<file path="src/rtl/lsu_pkg.sv">
// Shared definitions for the load/store unit: RV32I width codes, FSM states and
// byte-lane helpers used by both the top level and the alignment datapath.
package lsu_pkg;

    localparam logic [2:0] F3_B  = 3'b000;
    localparam logic [2:0] F3_H  = 3'b001;
    localparam logic [2:0] F3_W  = 3'b010;
    localparam logic [2:0] F3_BU = 3'b100;
    localparam logic [2:0] F3_HU = 3'b101;

    typedef enum logic [1:0] {
        IDLE,
        REQ,
        WAIT,
        DONE
    } lsu_state_t;

    function automatic logic funct3_legal(input logic is_store, input logic [2:0] f3);
        if (is_store) begin
            return (f3 == F3_B) || (f3 == F3_H) || (f3 == F3_W);
        end
        return (f3 == F3_B) || (f3 == F3_H) || (f3 == F3_W) || (f3 == F3_BU) || (f3 == F3_HU);
    endfunction

    // size is funct3[1:0]: 00 byte, 01 half, 10 word
    function automatic logic is_misaligned(input logic [1:0] size, input logic [1:0] off);
        case (size)
            2'b01:   return off[0];
            2'b10:   return off != 2'b00;
            default: return 1'b0;
        endcase
    endfunction

    function automatic logic [1:0] natural_offset(input logic [1:0] size, input logic [1:0] off);
        case (size)
            2'b00:   return off;
            2'b01:   return {off[1], 1'b0};
            default: return 2'b00;
        endcase
    endfunction

    function automatic logic [3:0] lane_be(input logic [1:0] size, input logic [1:0] off);
        case (size)
            2'b00:   return 4'b0001 << off;
            2'b01:   return 4'b0011 << {off[1], 1'b0};
            default: return 4'hF;
        endcase
    endfunction

endpackage

</file>
<file path="src/rtl/load_store_unit_align.sv">
// Combinational byte-lane datapath: store byte enables / lane-replicated write data,
// and load lane selection with sign or zero extension.
module lsu_align
    import lsu_pkg::*;
(
    input  logic [1:0]  acc_size,
    input  logic [1:0]  acc_offset,
    input  logic [31:0] store_data,
    output logic [3:0]  be,
    output logic [31:0] wdata,
    input  logic [2:0]  ld_funct3,
    input  logic [1:0]  ld_offset,
    input  logic [31:0] rdata,
    output logic [31:0] load_data
);

    logic [31:0] shifted;

    assign be = lane_be(acc_size, acc_offset);

    // Replicate the low store bytes across every lane; the enables pick the real one
    generate
        for (genvar gi = 0; gi < 4; gi++) begin : g_lane
            assign wdata[gi*8 +: 8] = (acc_size == 2'b00) ? store_data[7:0] :
                                      (acc_size == 2'b01) ? store_data[(gi%2)*8 +: 8] :
                                                            store_data[gi*8 +: 8];
        end
    endgenerate

    assign shifted = rdata >> {ld_offset, 3'b000};

    always_comb begin
        load_data = 32'h0;
        case (ld_funct3)
            F3_B:    load_data = {{24{shifted[7]}}, shifted[7:0]};
            F3_H:    load_data = {{16{shifted[15]}}, shifted[15:0]};
            F3_W:    load_data = shifted;
            F3_BU:   load_data = {24'h0, shifted[7:0]};
            F3_HU:   load_data = {16'h0, shifted[15:0]};
            default: load_data = 32'h0;
        endcase
    end

endmodule

</file>
<file path="src/rtl/load_store_unit.sv">
// Memory-stage load/store unit with one outstanding req/gnt/rvalid bus access and a timeout.
// Optional MISALIGN_TRAP_EN: misaligned H/W accesses error out instead of being force-aligned.
module load_store_unit
    import lsu_pkg::*;
#(
    parameter int TIMEOUT_CYCLES = 64
) (
    input  logic        clk,
    input  logic        rst,
    input  logic        ex_valid,
    output logic        ex_ready,
    input  logic        mem_read,
    input  logic        mem_write,
    input  logic [2:0]  funct3,
    input  logic [31:0] alu_out,
    input  logic [31:0] store_data,
    output logic        dmem_req,
    output logic        dmem_we,
    output logic [31:0] dmem_addr,
    output logic [3:0]  dmem_be,
    output logic [31:0] dmem_wdata,
    input  logic        dmem_gnt,
    input  logic        dmem_rvalid,
    input  logic [31:0] dmem_rdata,
    output logic        wb_valid,
    output logic [31:0] wb_data,
    output logic        wb_err
);

    localparam int TW = $clog2(TIMEOUT_CYCLES);
    localparam logic [TW-1:0] TIMER_LAST = TW'(TIMEOUT_CYCLES - 1);

    lsu_state_t    state_reg, state_next;
    logic [TW-1:0] timer_reg, timer_next;
    logic          is_store_reg, is_store_next;
    logic [2:0]    funct3_reg, funct3_next;
    logic [1:0]    offset_reg, offset_next;
    logic [31:0]   addr_reg, addr_next;
    logic [3:0]    be_reg, be_next;
    logic [31:0]   wdata_reg, wdata_next;
    logic [31:0]   wb_data_reg, wb_data_next;
    logic          wb_err_reg, wb_err_next;

    logic          accept;
    logic          bad_op;
    logic [1:0]    req_offset;
    logic [3:0]    be_new;
    logic [31:0]   wdata_new;
    logic [31:0]   load_data;

    assign accept     = ex_valid && (state_reg == IDLE) && (mem_read || mem_write);
    assign req_offset = natural_offset(funct3[1:0], alu_out[1:0]);

`ifdef MISALIGN_TRAP_EN
    assign bad_op = (mem_read && mem_write) || !funct3_legal(mem_write, funct3) ||
                    is_misaligned(funct3[1:0], alu_out[1:0]);
`else
    assign bad_op = (mem_read && mem_write) || !funct3_legal(mem_write, funct3);
`endif

    lsu_align u_align (
        .acc_size   (funct3[1:0]),
        .acc_offset (req_offset),
        .store_data (store_data),
        .be         (be_new),
        .wdata      (wdata_new),
        .ld_funct3  (funct3_reg),
        .ld_offset  (offset_reg),
        .rdata      (dmem_rdata),
        .load_data  (load_data)
    );

    always_comb begin
        state_next    = state_reg;
        timer_next    = timer_reg;
        is_store_next = is_store_reg;
        funct3_next   = funct3_reg;
        offset_next   = offset_reg;
        addr_next     = addr_reg;
        be_next       = be_reg;
        wdata_next    = wdata_reg;
        wb_data_next  = wb_data_reg;
        wb_err_next   = wb_err_reg;

        case (state_reg)
            IDLE: begin
                if (accept) begin
                    timer_next    = '0;
                    is_store_next = mem_write;
                    funct3_next   = funct3;
                    offset_next   = req_offset;
                    addr_next     = {alu_out[31:2], 2'b00};
                    be_next       = be_new;
                    wdata_next    = wdata_new;
                    wb_data_next  = 32'h0;
                    wb_err_next   = bad_op;
                    state_next    = bad_op ? DONE : REQ;
                end
            end
            REQ: begin
                timer_next = timer_reg + TW'(1);
                // A response arriving with the grant completes the access; otherwise timeout wins
                if (dmem_gnt && dmem_rvalid) begin
                    wb_data_next = is_store_reg ? 32'h0 : load_data;
                    state_next   = DONE;
                end else if (timer_reg == TIMER_LAST) begin
                    wb_err_next = 1'b1;
                    state_next  = DONE;
                end else if (dmem_gnt) begin
                    state_next = WAIT;
                end
            end
            WAIT: begin
                timer_next = timer_reg + TW'(1);
                if (dmem_rvalid) begin
                    wb_data_next = is_store_reg ? 32'h0 : load_data;
                    state_next   = DONE;
                end else if (timer_reg == TIMER_LAST) begin
                    wb_err_next = 1'b1;
                    state_next  = DONE;
                end
            end
            DONE: begin
                state_next = IDLE;
            end
            default: begin
                state_next = IDLE;
            end
        endcase
    end

    always_ff @(posedge clk) begin
        if (rst) begin
            state_reg    <= IDLE;
            timer_reg    <= '0;
            is_store_reg <= 1'b0;
            funct3_reg   <= 3'b000;
            offset_reg   <= 2'b00;
            addr_reg     <= 32'h0;
            be_reg       <= 4'h0;
            wdata_reg    <= 32'h0;
            wb_data_reg  <= 32'h0;
            wb_err_reg   <= 1'b0;
        end else begin
            state_reg    <= state_next;
            timer_reg    <= timer_next;
            is_store_reg <= is_store_next;
            funct3_reg   <= funct3_next;
            offset_reg   <= offset_next;
            addr_reg     <= addr_next;
            be_reg       <= be_next;
            wdata_reg    <= wdata_next;
            wb_data_reg  <= wb_data_next;
            wb_err_reg   <= wb_err_next;
        end
    end

    assign ex_ready   = (state_reg == IDLE);
    assign dmem_req   = (state_reg == REQ);
    assign dmem_we    = (state_reg == REQ) && is_store_reg;
    assign dmem_addr  = addr_reg;
    assign dmem_be    = be_reg;
    assign dmem_wdata = wdata_reg;
    assign wb_valid   = (state_reg == DONE);
    assign wb_data    = wb_data_reg;
    assign wb_err     = (state_reg == DONE) && wb_err_reg;

endmodule

</file>
<file path="config.mk">
export PLATFORM = sky130hd
export DESIGN_NAME = load_store_unit
export DESIGN_NICKNAME = d
export VERILOG_FILES = /design/src/rtl/lsu_pkg.sv /design/src/rtl/load_store_unit_align.sv /design/src/rtl/load_store_unit.sv
export SDC_FILE = /design/constraint.sdc
export NUM_CORES = 1
export LEC_CHECK = 0
export ABC_AREA = 1
export CELL_PAD_IN_SITES_DETAIL_PLACEMENT = 1
export CELL_PAD_IN_SITES_GLOBAL_PLACEMENT = 2
export CORE_ASPECT_RATIO = 0.8
export CORE_MARGIN = 5
export CORE_UTILIZATION = 36
export DETAILED_ROUTE_END_ITERATION = 6
export DONT_BUFFER_PORTS = 1
export PLACE_DENSITY = 0.95
export SLEW_MARGIN = 20
export SYNTH_ARGS = -nofsm -noshare
export SYNTH_HDL_FRONTEND = slang
export SYNTH_HIERARCHICAL = 1
export SYNTH_SLANG_ARGS = --single-unit
</file>
<file path="constraint.sdc">
create_clock -name clk -period 4.15 [get_ports clk]
set_input_delay 0.2075 -clock clk [delete_from_list [all_inputs] [get_ports clk]]
set_output_delay 0.2075 -clock clk [all_outputs]
set_load 0.02 [all_outputs]
</file>
==> qor.txt, run 1 <==
status: complete, no violations
Worst Setup End Kind: flip-flop
Finished Layout Cells: 1144
Placed Instances: 1071
kind of critical path: reg -> reg
initial antenna violation count: 0
Cell Pwr Density: 736.8 nW/um^2
Static Leak: 3.167 nW
top cells by area, synth: dfxtp_1 (37%), nand2_1 (12%), nor2_1 (10%), o21ai_0 (7.7%), inv_1 (5.6%)
drt drc: 0
Seq/Total Area, Yosys: 37.20%
CP cell instances: inv_1 > ha_1 > nand2_1 > inv_1 > nand2_2 > inv_2 > buf_4 > o21ai_0 > a21oi_1
CTS tree: built
final worst path period share: 62.73%
clock root cell: clkbuf_16
fillers: 2157
Final HPWL DP: 14020 um
nets@finish: 1023
Final Hold Viols: 0
first-pass GRT wire length: 31890 um
PortBufs: 0
Setup Skew: 0.006914 ns
Unique masters post-synth: 32
All-Layer GR Usage: 20.25%
Inserted Diodes: 0
hold slack: 0.02305 ns
Main synth FF type: dfxtp_1
Post-Synthesis Cells: 910
layout cell share with drive strength beyond 1: 11.15%
Seq cells post-synth: 113
via count: 5686
gpl congestion: 0.8043
Num CTS Buffers: 17
yosys warns: 6
worst-case vdd ir drop: 0.0003507 V
largest net degree at the start of global routing: 65
worst-path maximum fanout: 43
Post-synth EDFFs: 0
vias in the first global route: 5807
mapped cell area: 6081 um^2
top cells by instance count after synthesis: nand2_1 (202), nor2_1 (168), dfxtp_1 (113)
Initial DRT Pass Iterations: 5
Fmax: 384.1 MHz
count leader, synth: nand2_1
# rows: 42
RSZ-0062 raised after global routing: no
final setup violation count: 0
Worst-path clk slew: 0.06 ns
drt first-iter violations: 471
post-route cell area: 6978 um^2
most used cell, CP: inv_1
drt total wl: 19870 um
Max Cap Viol: 0
Hold/Removal Path Class: in -> reg
max-slew violation count: 0
Place WS: 1.546 ns
syn avg cell area: 6.682 um^2
worst rel slew slack: 49.42%
post-synth top area share: 37.20%
Initial Utilization: 36.73%
dpl cell area: 5987 um^2
CP peak stage delay: 0.65 ns
CP Launch Type: flip-flop
clock sink total: 113
Clock Path Buffers: 2
Post-CTS Resized: 0
CP max stage cell: inv_2
Clock Latency Late Sink: 0.42 ns
setup ws final: 1.547 ns
chip width: 155.3 um
Routed WL per cell: 17.37 um
vias per cell: 4.970
Setup Total Neg Slack: 0 ns
Die ar.: 19610 um^2
Ports: 211
H-tree levels: 4
CP required: 4.50 ns
Die Y: 126.2 um
Post-DRT Antenna Nets: 0
Arrival @ worst endpoint: 2.96 ns
Placeable Area: 16550 um^2
Layout area overhead: 14.75%
crit path time final: 2.603 ns
FFs w/ async S/R, synth: 0%
GRT overflow: 0
biggest area consumer among synthesized cells: dfxtp_1
Slew @ Worst Pin: 0.7578 ns
[final timing paths]
kind	from	end	slack [ns]	cells past startpoint
worst min-delay path	alu_out[28]	dmem_addr[28]	0.02	2
worst min register to register	timer_reg[4]	timer_reg[4]	0.49	2
worst max register to register	state_reg[0]	is_store_reg	1.55	9
worst max-delay path	state_reg[0]	is_store_reg	1.55	9
[critical path: cells and delay by family (launching register included)]
| kind | cells | cell delay, ns |
|---|---|---|
| flip-flops | 1 | 0.35 |
| buffers and inverters | 4 | 1.23 |
| AND/OR/NAND/NOR | 2 | 0.33 |
| adder cells (fa/ha/maj) | 1 | 0.38 |
| AO/OA/AOI/OAI | 2 | 0.23 |
[cell type report]
cell class / instances / area (um^2) / share of cell area (%)
Sequential cell: 113 / 2262 / 32.42
Clock inverter: 15 / 145.1 / 2.080
Clock buffer: 17 / 425.4 / 6.096
Multi-Input combinational cell: 635 / 3028 / 43.39
Timing Repair Buffer: 49 / 480.5 / 6.885
Inverter: 95 / 361.6 / 5.182
Tap cell: 220 / 275.3 / 3.945
[routing by layer]
layer	routed length, um	GRT usage [%]	vias up
met5	0	0	-
met4	391	6.794	0
met3	1495	6.790	31
met2	8921	30.90	159
met1	9065	26.94	2640
li1	-	-	2856
[logic make-up (layout without fill, tap and decap cells)]
family / Yosys count / count (layout) / synth area share [%]
simple gates: 478 / 478 / 35.62
compound gates: 149 / 149 / 12.74
fa+ha+maj: 6 / 6 / 1.235
flops: 113 / 113 / 37.20
other cells: 1 / 2 / 0.06167
buf+inv: 163 / 176 / 13.15
[metrics by stage]
stage	power [mW]	util, %
final	5.141	42.15
after global routing	5.526	42.15
after CTS	5.192	42.15
after detailed placement	3.702	36.17
after global placement	3.641	36.17
after floorplan	3.364	-
[where the power goes]
part / internal (mW) / switching (mW) / total, mW
registers: 1.37 / 0.525 / 1.89
logic: 0.589 / 1.23 / 1.82
clock network: 0.839 / 0.585 / 1.42
[cells in the final DEF, fill, tap and decap left out, types with 2 or more instances in the layout]
master / Yosys / final
nand2_1: 202 / 201
nor3_1: 13 / 13
nor3_2: 29 / 29
clkinv_2: 0 / 2
nand3_2: 12 / 12
nand3_1: 43 / 43
nor2_1: 168 / 167
conb_1: 1 / 2
o211ai_1: 3 / 3
inv_6: 1 / 9
inv_1: 91 / 89
a21oi_2: 4 / 4
inv_2: 3 / 4
buf_4: 21 / 8
nor2_2: 2 / 3
dfxtp_1: 113 / 113
dlygate4sd3_1: 0 / 40
nand2_2: 4 / 5
o21ai_0: 93 / 93
a21oi_1: 47 / 47
ha_1: 6 / 6
clkbuf_16: 0 / 17
clkinvlp_4: 0 / 2
[timing repair]
action / in CTS / in global routing
endpoints found under the hold margin: 75 / 0
endpoints found under the setup margin: 0 / 0
hold buffers: 41 / 0
setup buffers: 0 / 0
(Power assumes the default switching activity.)
==> inputs of run 2 (changes only) <==
ABC_AREA = 0   (was 1)
CORE_UTILIZATION = 31   (was 36)
PLACE_DENSITY = 0.85   (was 0.95)
clock period = 2.1 ns   (was 4.15 ns; I/O delays follow)
==> qor.txt, run 2 <==
RSZ-0062 raised after global routing: no
Fmax: 493.6 MHz
Main synth FF type: dfxtp_1
Setup Skew: 0.005422 ns
H-tree levels: 4
family with the most delay on the worst path: simple AND/OR/NAND/NOR gates
Final HPWL DP: 13470 um
Arrival @ worst endpoint: 2.36 ns
GRT overflow: 0
chip width: 160.9 um
# rows: 44
Max Cap Viol: 0
met3 wire len: 1534 um
Post-synth EDFFs: 0
nets@finish: 801
hold worst-path end: wb_data[9]
final setup violation count: 0
Routed WL per cell: 20.03 um
Slew @ Worst Pin: 0.7885 ns
Post-DRT Antenna Nets: 0
P_sw: 3.473 mW
first-pass GRT wire length: 29070 um
Clk network pwr share: 33.9%
Top Metal Used: met4
count leader, synth: nand2_1
Initial DRT Pass Iterations: 4
Worst-path clk slew: 0.06 ns
Initial Utilization: 31.36%
vias in the first global route: 5239
internal power: 5.480 mW
met1 wire length: 8099 um
initial antenna violation count: 2
kind of critical path: reg -> reg
Final Hold Viols: 112
setup ws final: 0.07394 ns
Layout area overhead: 14.72%
Post-Synthesis Cells: 717
Cell Pwr Density: 1382 nW/um^2
CP max stage cell: or4_1
Place WS: -0.1014 ns
Worst Setup End Kind: flip-flop
CP Launch Type: flip-flop
gpl congestion: 0.8279
Clock Latency Late Sink: 0.41 ns
Hold/Removal Path Class: in -> reg
vias per cell: 5.490
yosys warns: 6
Comb power frac: 29.6%
drt drc: 0
post-CTS setup buffers: 0
Worst R2R Start: state_reg[1]
clock root cell: clkbuf_16
status: finished with violations
Static Leak: 2.256 nW
Worst R2R Setup Slack: 0.07 ns
final worst path period share: 96.48%
Seq cells post-synth: 113
All-Layer GR Usage: 17.37%
via count: 5128
Unique masters post-synth: 50
CP peak stage delay: 0.56 ns
post-route total power: 8.953 mW
Hold Path Depth: 1
hold path start: rst
worst-path maximum fanout: 7
CP cell instances: inv_1 > ha_1 > nor2b_1 > o22a_1 > or4_1 > a21oi_1
Net Sw Frac: 38.79%
Die ar.: 21030 um^2
largest net degree at the start of global routing: 114
max-slew violation count: 0
most common cell after layout, fill and taps aside: nand2_1
Num CTS Buffers: 17
PortBufs: 0
hold slack: -0.2306 ns
top cells by instance count after synthesis: nand2_1 (164), a21oi_1 (113), dfxtp_1 (113)
Seq/Total Area, Yosys: 40.07%
cells on worst reg2reg path: 6
CP required: 2.43 ns
post-synth top area share: 40.07%
most frequent cells in the layout: nand2_1 (164), dfxtp_1 (112), a21oi_1 (111)
FFs w/ async S/R, synth: 0%
worst rel slew slack: 47.24%
Die Y: 130.7 um
crit path time final: 2.026 ns
Clock Path Buffers: 2
violated checks: negative hold slack
clock sink total: 113
biggest area consumer among synthesized cells: dfxtp_1
drt total wl: 18710 um
part of the power in registers: 36.5%
Setup Total Neg Slack: 0 ns
WP buf/inv: 1
CTS tree: built
drt first-iter violations: 314
syn avg cell area: 7.874 um^2
mapped cell area: 5645 um^2
worst-case vdd ir drop: 0.0005393 V
Placeable Area: 18000 um^2
top cells by area, synth: dfxtp_1 (40%), nand2_1 (11%), a21oi_1 (10%), mux2i_1 (5.0%), o21ai_0 (4.7%)
layout cell share with drive strength beyond 1: 12.25%
routed wl met2: 8812 um
FF-to-FF End: state_reg[1]
CTS hold repair buffers: 1
Ports: 211
run 2: power by group through the flow:
stage / Combinational (mW) / Sequential, mW / Clock (mW)
2_1_floorplan: 1.90 / 3.19 / 0
3_3_place_gp: 2.50 / 3.31 / 0
3_5_place_dp: 2.63 / 3.32 / 0
4_1_cts: 2.65 / 3.28 / 3.11
5_1_grt: 2.94 / 3.32 / 3.21
6_report: 2.65 / 3.26 / 3.04
run 2: kinds of logic after synthesis:
family | count (synthesis) | synth area share (%)
AO/OA/AOI/OAI | 233 | 24.20
AND/OR/NAND/NOR | 246 | 19.79
flip-flops | 113 | 40.07
adder cells (fa/ha/maj) | 6 | 1.330
other | 1 | 0.06643
XOR/XNOR | 1 | 0.1552
multiplexers | 45 | 8.355
buffers and inverters | 72 | 6.028
run 2: worst max path at each step:
stage	start	slack [ns]	to	depth (start not counted)
after floorplan	state_reg[0]	0.27	dmem_wdata[10]	8
after global placement	state_reg[0]	0.13	wb_data[12]	5
after detailed placement	state_reg[0]	-0.10	wb_data[2]	5
after CTS	state_reg[0]	0.02	state_reg[1]	6
after global routing	state_reg[0]	0.0004	state_reg[1]	6
final	state_reg[1]	0.07	state_reg[1]	6
run 2: stage by stage:
| stage | std cells | cell area, um^2 | hold WS [ns] | utilization [%] |
|---|---|---|---|---|
| global placement | 899 | 5837 | 0.1891 | 32.42 |
| finish | 934 | 6476 | -0.2306 | 35.97 |
| CTS | 932 | 6465 | -0.2512 | 35.91 |
| floorplan | 718 | 5649 | 0.2410 | - |
| global route | 934 | 6476 | -0.2506 | 35.97 |
| detailed placement | 899 | 5837 | 0.1863 | 32.42 |
run 2: timing repair:
item                                    4_1_cts  5_1_grt
endpoints found under the setup margin       32       10
gates resized for setup                       1        2
gates cloned                                  0        0
endpoints found under the hold margin       113      112
run 2: cell type report:
class / count / area (um^2)
Fill cell: 2144 / 11530
Multi-Input combinational cell: 533 / 3073
Sequential cell: 113 / 2263
Inverter: 4 / 15.01
Timing Repair Buffer: 20 / 215.2
Tap cell: 230 / 287.8
Antenna cell: 2 / 5.005
Clock buffer: 18 / 429.2
Clock inverter: 14 / 187.7
run 2: worst register-to-register path, stage by stage (launching register included):
cell     delay, ns
dfxtp_1       0.40
inv_1         0.11
ha_1          0.29
nor2b_1       0.17
o22a_1        0.20
or4_1         0.56
a21oi_1       0.21
run 2: layer usage:
layer  GRT usage [%]  up-vias
met1           21.47     2502
met3           6.616       18
met2           28.22      149
li1                -     2459
met4           5.767        0
met5               0        -
